<file path="config.mk">
export PLATFORM = sky130hd
export DESIGN_NAME = dmem_access_ctrl
export DESIGN_NICKNAME = d
export VERILOG_FILES = /design/src/rtl/dmem_access_ctrl.sv
export SDC_FILE = /design/constraint.sdc
export NUM_CORES = 1
export LEC_CHECK = 0
export CORE_MARGIN = 4
export CORE_UTILIZATION = 45
export CTS_CLUSTER_SIZE = 16
export DETAILED_ROUTE_END_ITERATION = 8
export PLACE_DENSITY = 0.85
export SYNTH_ARGS = -nofsm -noshare
export SYNTH_HDL_FRONTEND = slang
export SYNTH_SLANG_ARGS = --single-unit
</file>
<file path="constraint.sdc">
create_clock -name clk_i -period 2.4 [get_ports clk_i]
set_input_delay 0.24 -clock clk_i [delete_from_list [all_inputs] [get_ports clk_i]]
set_output_delay 0.24 -clock clk_i [all_outputs]
set_load 0.02 [all_outputs]
</file>
<file path="src/rtl/dmem_access_ctrl.sv">
// MEM-stage data-memory access sequencer: runs each load/store as a req/ack transaction,
// stalls the pipeline while it is outstanding, and provides a timeout watchdog.
module dmem_access_ctrl #(
  parameter int unsigned TIMEOUT = 64
) (
  input  logic        clk_i,
  input  logic        rst_i,
  input  logic        MemRead_i,
  input  logic        MemWrite_i,
  input  logic [31:0] Addr_i,
  input  logic [31:0] WData_i,
  output logic        Stall_o,
  output logic [31:0] RData_o,
  output logic        MemReq_o,
  output logic        MemWe_o,
  output logic [31:0] MemAddr_o,
  output logic [31:0] MemWData_o,
  input  logic        MemAck_i,
  input  logic [31:0] MemRData_i,
  output logic        Error_o,
  output logic [15:0] StallCnt_o
);

  localparam logic [7:0] TimeoutLast = 8'(TIMEOUT - 1);

  typedef enum logic [1:0] {
    StIdle = 2'd0,
    StReq  = 2'd1,
    StDone = 2'd2
  } state_e;

  state_e      state_q, state_d;
  logic [31:0] addr_q, addr_d;
  logic [31:0] wdata_q, wdata_d;
  logic [31:0] rdata_q, rdata_d;
  logic        we_q, we_d;
  logic        err_q, err_d;
  logic [7:0]  tcnt_q, tcnt_d;
  logic [15:0] scnt_q, scnt_d;
  logic        mem_op;
  logic        stall;

  assign mem_op = MemRead_i | MemWrite_i;
  assign stall  = ((state_q == StIdle) && mem_op) || (state_q == StReq);

  always_comb begin
    state_d = state_q;
    addr_d  = addr_q;
    wdata_d = wdata_q;
    we_d    = we_q;
    rdata_d = rdata_q;
    err_d   = err_q;
    tcnt_d  = tcnt_q;
    unique case (state_q)
      StIdle: begin
        if (mem_op) begin
          addr_d  = Addr_i;
          wdata_d = WData_i;
          we_d    = MemWrite_i;
          tcnt_d  = 8'd0;
          state_d = StReq;
        end
      end
      StReq: begin
        // An ack in the final allowed cycle still completes the access cleanly.
        if (MemAck_i) begin
          if (!we_q) begin
            rdata_d = MemRData_i;
          end
          state_d = StDone;
        end else if (tcnt_q == TimeoutLast) begin
          err_d   = 1'b1;
          rdata_d = 32'd0;
          state_d = StDone;
        end else begin
          tcnt_d = tcnt_q + 8'd1;
        end
      end
      StDone: begin
        // Inputs here still belong to the instruction that just completed.
        state_d = StIdle;
      end
      default: begin
        state_d = StIdle;
      end
    endcase
  end

  always_comb begin
    scnt_d = scnt_q;
    if (stall && (scnt_q != 16'hFFFF)) begin
      scnt_d = scnt_q + 16'd1;
    end
  end

  always_ff @(posedge clk_i or negedge rst_i) begin
    if (!rst_i) begin
      state_q <= StIdle;
      addr_q  <= 32'd0;
      wdata_q <= 32'd0;
      rdata_q <= 32'd0;
      we_q    <= 1'b0;
      err_q   <= 1'b0;
      tcnt_q  <= 8'd0;
      scnt_q  <= 16'd0;
    end else begin
      state_q <= state_d;
      addr_q  <= addr_d;
      wdata_q <= wdata_d;
      rdata_q <= rdata_d;
      we_q    <= we_d;
      err_q   <= err_d;
      tcnt_q  <= tcnt_d;
      scnt_q  <= scnt_d;
    end
  end

  // Request is decoded from state so an asynchronous reset drops it immediately.
  assign MemReq_o   = (state_q == StReq);
  assign MemWe_o    = we_q;
  assign MemAddr_o  = addr_q;
  assign MemWData_o = wdata_q;
  assign RData_o    = rdata_q;
  assign Error_o    = err_q;
  assign Stall_o    = stall;
  assign StallCnt_o = scnt_q;

endmodule
</file>
==> qor.csv <==
metric;value;unit
wire length reported by the detailed router;13.8;mm
Area growth, synth to finish;59.2;%
footprint of the flip-flops and latches;3100;um2
CTS tree;built;
largest clock skew in the final design;7.60;ps
required time of the critical path;2160;ps
Crit Path Category;flop to output port;
reported leakage power;0.00366;uW
Worst Max-Slew Pin Slew;539;ps
fin crit period;2220;ps
WL/cell;16.2;um
vias in the first global route;4532;
Synth Cell Area;4950;um2
worst slack at placement;222;ps
result of the run;complete, no violations;
met2 routed WL;7.03;mm
synthesis warning total;0;
Worst path max stage delay;560;ps
overall power of the completed layout;11000;uW
DPL Wire Length;9.73;mm
wire length of the first global-routing pass;22.7;mm
overall die height;113;um
diode insertion count for antenna repair;0;
Core Footprint;10800;um2
via count normalized by instance count;5.04;
CP arrival;1980;ps
count of nets after finishing;799;
CP Capture Type;output port;
Critical Path Slowest Stage Cell;sky130_fd_sc_hd__clkdlybuf4s50_1;
final hold slack;214;ps
TritonCTS sink count;124;
Switching Share;0.367;
series of cell instances along the critical path;nor3_2 > nor2_1 > clkdlybuf4s50_1;
Post-synth top flop;sky130_fd_sc_hd__dfrtp_1;
DRC marker count from the first detailed-route iteration;228;
Async SR Flop Fraction;1.00;
Internal Dissipation;6980;uW
Total Negative Setup Slacks;0;ps
fraction of power consumed by combinational cells;0.438;
starting utilization of the core area;0.458;
Synth Instances;474;
RSZ-0062 raised after global routing;no;
routability cong.;0.784;
Seq/Total Area, Yosys;0.627;
full die area;12700;um2
maximum clock rate;0.450;GHz
Worst slew margin;0.641;
Max H-tree Level;4;
Distinct cells, synth;41;
count of buffers inserted at the top-level ports;216;
share of final-layout standard cells stronger than drive strength 1;0.0705;
Setup violations, final;0;
switching power;4050;uW
clock latency on the worst-skew pair;500;ps
final setup slack of the worst path;179;ps
Pre-Repair DR Iteration Count;4;
commonest non-fill, non-tap cell in the layout;sky130_fd_sc_hd__clkdlybuf4s50_1;
DR vias;4282;
power per cell area;1400;nW/um2
boundary pin count;217;
final instance count without filler cells;849;
path category of the worst min-delay check;primary input to asynchronous set/reset pin;
largest vdd supply drop;0.000768;V
top layer reached by signal wires;met4;
clock root buffer;sky130_fd_sc_hd__clkbuf_8;
register bit count reported by yosys;124;
portion of the clock cycle consumed by the worst path in the final layout;0.925;
part of the power in registers;0.325;
number of CTS-inserted buffers;17;
type of element launching the critical path;flop;
Placement Rows;38;
number of setup buffers added after CTS;0;
count of maximum capacitance violations;0;
number of nets with antenna violations after detailed routing;0;
largest fanout of any net on the critical path;4;
Avg Inst Size Synth;10.4;um2
post-placement cell count;816;
total grt overflow;0;
area used by multi-input combinational logic;1730;um2
buffers from clock root to sink, at most;2;
largest net degree at the start of global routing;65;
final number of max-transition violations;0;
Worst-path clk slew;60;ps
die width;113;um
met3 wire len;1.20;mm
fillcell total;770;
aggregate global-route resource usage;0.221;
commonest non-fill, non-tap cells in the layout;215 x sky130_fd_sc_hd__clkdlybuf4s50_1, 203 x sky130_fd_sc_hd__nand2_1, 124 x sky130_fd_sc_hd__dfrtp_1;
share of power burned in the clock network;0.237;
number of flops mapped to enable cells by yosys;0;
Final Hold Fails;0;
detailed-routing wirelength on met1;5.24;mm
Post-Synthesis Net Count;577;
DRC violation count after routing;0;
initial antenna violation count;0;
## synth_stat cells (2+ instances only)
master                       n  area (um2)
sky130_fd_sc_hd__nor3_1      4        20.0
sky130_fd_sc_hd__and3_1      4        25.0
sky130_fd_sc_hd__a22o_1     34         298
sky130_fd_sc_hd__o21a_1      2        15.0
sky130_fd_sc_hd__buf_2      12        60.1
sky130_fd_sc_hd__clkbuf_1    5        18.8
sky130_fd_sc_hd__nor2_1      5        18.8
sky130_fd_sc_hd__xnor2_1    13         114
sky130_fd_sc_hd__and2_1      2        12.5
sky130_fd_sc_hd__a21o_1      3        22.5
sky130_fd_sc_hd__nor4b_2     2        30.0
sky130_fd_sc_hd__nand2_1   203         762
sky130_fd_sc_hd__a31oi_1     3        18.8
sky130_fd_sc_hd__o211ai_1    3        22.5
sky130_fd_sc_hd__nand4_1     8        50.1
sky130_fd_sc_hd__a31o_2      2        17.5
sky130_fd_sc_hd__o21ai_2     2        17.5
sky130_fd_sc_hd__dfrtp_1   124        3100
sky130_fd_sc_hd__and4_1      5        43.8
sky130_fd_sc_hd__buf_6       3        33.8
sky130_fd_sc_hd__nand3_1    14        70.1
sky130_fd_sc_hd__ha_1        2        25.0
## power by group through the flow
stage          registers [uW]  clock network, uW  logic [uW]
6_report                 3590               2610        4830
5_1_grt                  3710               2770        5200
4_1_cts                  3590               2660        4910
3_5_place_dp             3600                  0        4870
3_3_place_gp             3540                  0        4760
2_1_floorplan            4570                  0        1470
## area by class of cell
class,count,area share
sequential,124,0.394
clock buffer,22,0.0562
inverter,1,0.000794
timing repair buffer,225,0.286
multi-input combinational,327,0.220
tap,140,0.0222
clock inverter,10,0.0210
## state kept, by name, indices dropped and copies added (netlist names)
signal / cells
Error_o: 1
MemAddr_o: 32
MemWData_o: 32
MemWe_o: 1
RData_o: 32
StallCnt_o: 16
state_q: 2
tcnt_q: 8
## cells by family (layout without fill, tap and decap cells)
kind of cell             Yosys count  count (layout)  share of synthesized area
AND/OR/NAND/NOR                  258             258                      0.228
flip-flops                       124             124                      0.627
AO/OA/AOI/OAI                     53              53                     0.0885
buffers and inverters             23             258                     0.0265
XOR/XNOR                          13              13                     0.0230
adder cells (fa/ha/maj)            2               2                    0.00506
multiplexers                       1               1                    0.00228
## layer usage
layer,GRT usage,vias up
li1,-,2040
met1,0.258,2044
met5,0,-
met2,0.378,176
met4,0.0721,0
met3,0.0829,22
## path summary, 6_finish.rpt
path / start / endpoint / slack, ps / cells past startpoint
hold / removal: rst_i / RData_o[22] / 210 / 2
max in group asynchronous: rst_i / MemWData_o[4] / 1440 / 3
min in group clk_i: Addr_i[23] / MemAddr_o[23] / 260 / 3
setup / recovery: state_q[0] / Stall_o / 180 / 3
hold reg to reg: MemAddr_o[5] / MemAddr_o[5] / 470 / 2
setup reg to reg: tcnt_q[0] / tcnt_q[1] / 520 / 5
## through the flow
step	instance area (um2)	util
2_1_floorplan	4950	-
3_3_place_gp	7260	0.672
3_5_place_dp	7260	0.672
4_1_cts	7880	0.730
5_1_grt	7880	0.730
6_report	7880	0.730
## repair_timing
action                     CTS  global route
hold endpoints to repair    27             0
setup endpoints to repair    1             0
gates resized for setup      1             0
hold buffers                 1             0
## worst max-delay path: cells and delay by family (launching register included)
kind,cells,cell delay (ps)
buffers and inverters,1,560
DFF,1,450
and+or+nand+nor,2,480
Note: power is estimated with default switching activity, not from simulation.
==> RTL edit 1: new RTL, config.mk and constraints unchanged <==
`addr_q` no longer has a reset.
--- a/src/rtl/dmem_access_ctrl.sv
+++ b/src/rtl/dmem_access_ctrl.sv
@@ -96,7 +96,6 @@
   always_ff @(posedge clk_i or negedge rst_i) begin
     if (!rst_i) begin
       state_q <= StIdle;
-      addr_q  <= 32'd0;
       wdata_q <= 32'd0;
       rdata_q <= 32'd0;
       we_q    <= 1'b0;
@@ -105,7 +104,6 @@
       scnt_q  <= 16'd0;
     end else begin
       state_q <= state_d;
-      addr_q  <= addr_d;
       wdata_q <= wdata_d;
       rdata_q <= rdata_d;
       we_q    <= we_d;
@@ -113,6 +111,10 @@
       tcnt_q  <= tcnt_d;
       scnt_q  <= scnt_d;
     end
+  end
+
+  always_ff @(posedge clk_i) begin
+    addr_q <= addr_d;
   end
 
   // Request is decoded from state so an asynchronous reset drops it immediately.
Function: changed (Yosys sat finds a counterexample within 4 cycles, from zero or initial values and one cycle with rst_i low).
==> RTL edit 1 against the unedited design <==
- final cell count shrank 11%
- clock skew grew 0.0032 ns
- fmax grew 2.4%
- wire length shrank 0.14%
- synthesized area shrank 5.3%
- final area shrank 3.4%
- setup slack gained 0.052 ns
- power shrank 11%
- die area shrank 5.0%
- sequential cell count is the same
- register-to-register slack lost 0.08 ns
- largest cell class unchanged
==> RTL edit 1: results <==
[status]
status = complete, no violations

[pwr]
vdd_drop_max_v = 0.000735

[cells_and_area]
drive_above_1_share_pct = 8.08
nets = 709

[synth]
syn_inst = 378
async_flop_share_pct = 74.2
yosysSeqAreaShare_pct = 69.7
synthTopCellsByArea = dfrtp_1 (49%), edfxtp_1 (21%), nand2_1 (8.5%)
synth_fp_nets = 481
ys_top_cells_by_count = nand2_1 (106), dfrtp_1 (92), a22o_1 (34)
synth_cell_type_count = 42

[placed_design]
routabilityCongestion = 0.799
dp_cells = 719
pre_cts_ws_ns = 0.303

[drt]
wl_per_cell_um = 18.3
drt_iter0_drc = 219
first_pass_iters = 5

[sta]
finClkSkew_ns = 0.0108
max_freq_ghz = 0.461
finalHoldWorstSlack_ns = 0.237

[global_route]
grt_pass1_wl_um = 20700
grt_pass1_vias = 3999
grt_use_total_pct = 23.0

[worst_setup_path]
r2r_end = StallCnt_o[1]
crit_arrival_ns = 1.93
rr_worst_depth = 4
worstReg2RegStart = StallCnt_o[7]
rrSetupSlack_ns = 0.44
RTL edit 1: how the worst max path moves through the flow:
stage	slack (ns)	to	startpoint
after global routing	0.15	Stall_o	state_q[0]
after CTS	0.07	Stall_o	state_q[0]
after detailed placement	0.30	Stall_o	MemWrite_i
after floorplan	0.07	MemAddr_o[0]	state_q[1]
final	0.23	Stall_o	state_q[0]
after global placement	0.33	Stall_o	MemWrite_i
RTL edit 1: per-layer routing:
layer | wire (µm) | global-route usage (%)
met1 | 5180 | 25.8
met2 | 6750 | 37.8
met3 | 1350 | 8.74
met4 | 464 | 12.9
met5 | 0 | 0
RTL edit 1: power by group:
part	total (mW)	internal [mW]	switching (mW)
combinational	4.10	1.94	2.16
sequential	3.45	2.99	0.465
clock	2.30	1.44	0.855
total	9.85	6.37	3.48
RTL edit 1: final cells by class:
cell class                      instances  area (µm²)
Clock inverter                          8        70.1
Multi-Input combinational cell        231        1350
Clock buffer                           24         470
Sequential cell                       124        3260
Tap cell                              133         166
Inverter                                6        22.5
Fill cell                             637        2340
Timing Repair Buffer                  226        2270
RTL edit 1: cells by family after synthesis:
kind of cell | after synthesis | synth area share [%]
compound gates | 54 | 9.40
xor+xnor | 12 | 2.24
fa+ha+maj | 2 | 0.534
buf+inv | 23 | 2.00
flops | 124 | 69.7
mux | 2 | 0.561
simple gates | 161 | 15.6
RTL edit 1: metrics by stage:
step,utilization [%],instance area (µm²),power [mW]
after global routing,76.5,7610,10.4
after global placement,70.9,7060,7.47
after CTS,76.4,7610,9.96
final,76.5,7610,9.85
after detailed placement,70.9,7060,7.60
after floorplan,-,4680,5.43
RTL edit 1: what timing repair did:
item,in CTS,in global routing
setup endpoints to repair,0,1
gates resized for setup,0,1
hold buffers,1,0
hold endpoints to repair,37,0
==> RTL edit 2: new RTL, same flow settings <==
Without the edit above. The parameter `TIMEOUT` goes from 64 to 32.
--- a/src/rtl/dmem_access_ctrl.sv
+++ b/src/rtl/dmem_access_ctrl.sv
@@ -1,7 +1,7 @@
 // MEM-stage data-memory access sequencer: runs each load/store as a req/ack transaction,
 // stalls the pipeline while it is outstanding, and provides a timeout watchdog.
 module dmem_access_ctrl #(
-  parameter int unsigned TIMEOUT = 64
+  parameter int unsigned TIMEOUT = 32
 ) (
   input  logic        clk_i,
   input  logic        rst_i,
Formal check against the unedited RTL: same outputs for any inputs over 4 cycles, from zero or initial values and one cycle with rst_i low; that may be too few to reach the edited logic, so the function may still have changed.
==> RTL edit 2 against the unedited design <==
- hold slack better by 0.051 ns
- wire length down 3.3%
- critical path depth rose by 1
- clock skew barely moved
- via count shrank 0.72%
- synthesized area grew 0.78%
- setup slack worse by 0.098 ns
- final area decreased by 0.76%
- sequential cell count is the same
- power is 4.1% lower
- count of clock-buffer cells in the layout unchanged
- clock power decreased by 14%
- utilization is 0.87 points lower
- critical endpoint unchanged
- highest routed layer unchanged
==> RTL edit 2: results <==
[status]
status = complete, no violations

[drt]
route.met3.wl_um = 1050
drt_iter0_drc = 227
routedLengthMet1_um = 5300
wl_per_cell_um = 15.7

[worst_setup_path]
worstReg2RegStart = tcnt_q[1]
rrSetupSlack_ns = 0.49
crit_fanout = 5
r2r_end = RData_o[4]
crit_arrival_ns = 2.08

[placed_design]
place_area_mm2 = 0.00728
dp_hpwl_um = 9540
pre_cts_ws_ns = 0.259
routabilityCongestion = 0.845

[global_route]
grt_start_max_net_pins = 67
grt_use_met2_pct = 36.0
grt_pass1_wl_um = 21600

[sta]
worst_pin_slew_ns = 0.634
finalHoldWorstSlack_ns = 0.264
min_period_ns = 2.32

[synth]
yosysSeqAreaShare_pct = 62.2
synthAdderAreaFrac_pct = 0.502
synth_compound_area_share_pct = 8.53
ys_top_cells_by_count = nand2_1 (198), dfrtp_1 (124), a22o_1 (34)
avgSynthCellArea_um2 = 10.4
synth_fp_nets = 582
synth-xor-area-share_pct = 2.81

[cells_and_area]
nets = 802

[clocking]
ctsResizeCount = 0

[min_path]
hp-class = in -> reg

[pwr]
vdd_drop_max_v = 0.000684
==> RTL edit 2: layout make-up <==
class                   count  area [µm²]  share of cell area [%]
flip-flops and latches    124        3100                    39.7
repair buffers            224        2230                    28.6
multi-input cells         328        1770                    22.6
clock buffers              22         453                    5.79
well taps                 140         175                    2.24
clock inverters             8        70.1                   0.896
inverters                   4        15.0                   0.192
==> RTL edit 2: worst min path at each step <==
stage / start / end / cells after the start
floorplan: rst_i / Error_o / 0
global placement: rst_i / RData_o[6] / 1
detailed placement: rst_i / RData_o[9] / 1
CTS: Addr_i[2] / MemAddr_o[2] / 3
global route: Addr_i[31] / MemAddr_o[31] / 3
finish: Addr_i[2] / MemAddr_o[2] / 3
==> RTL edit 2: report_power, final <==
part,total (mW),internal (mW),switching [mW]
logic,4.77,2.24,2.54
registers,3.56,2.98,0.581
clock network,2.25,1.40,0.847
total,10.6,6.62,3.96
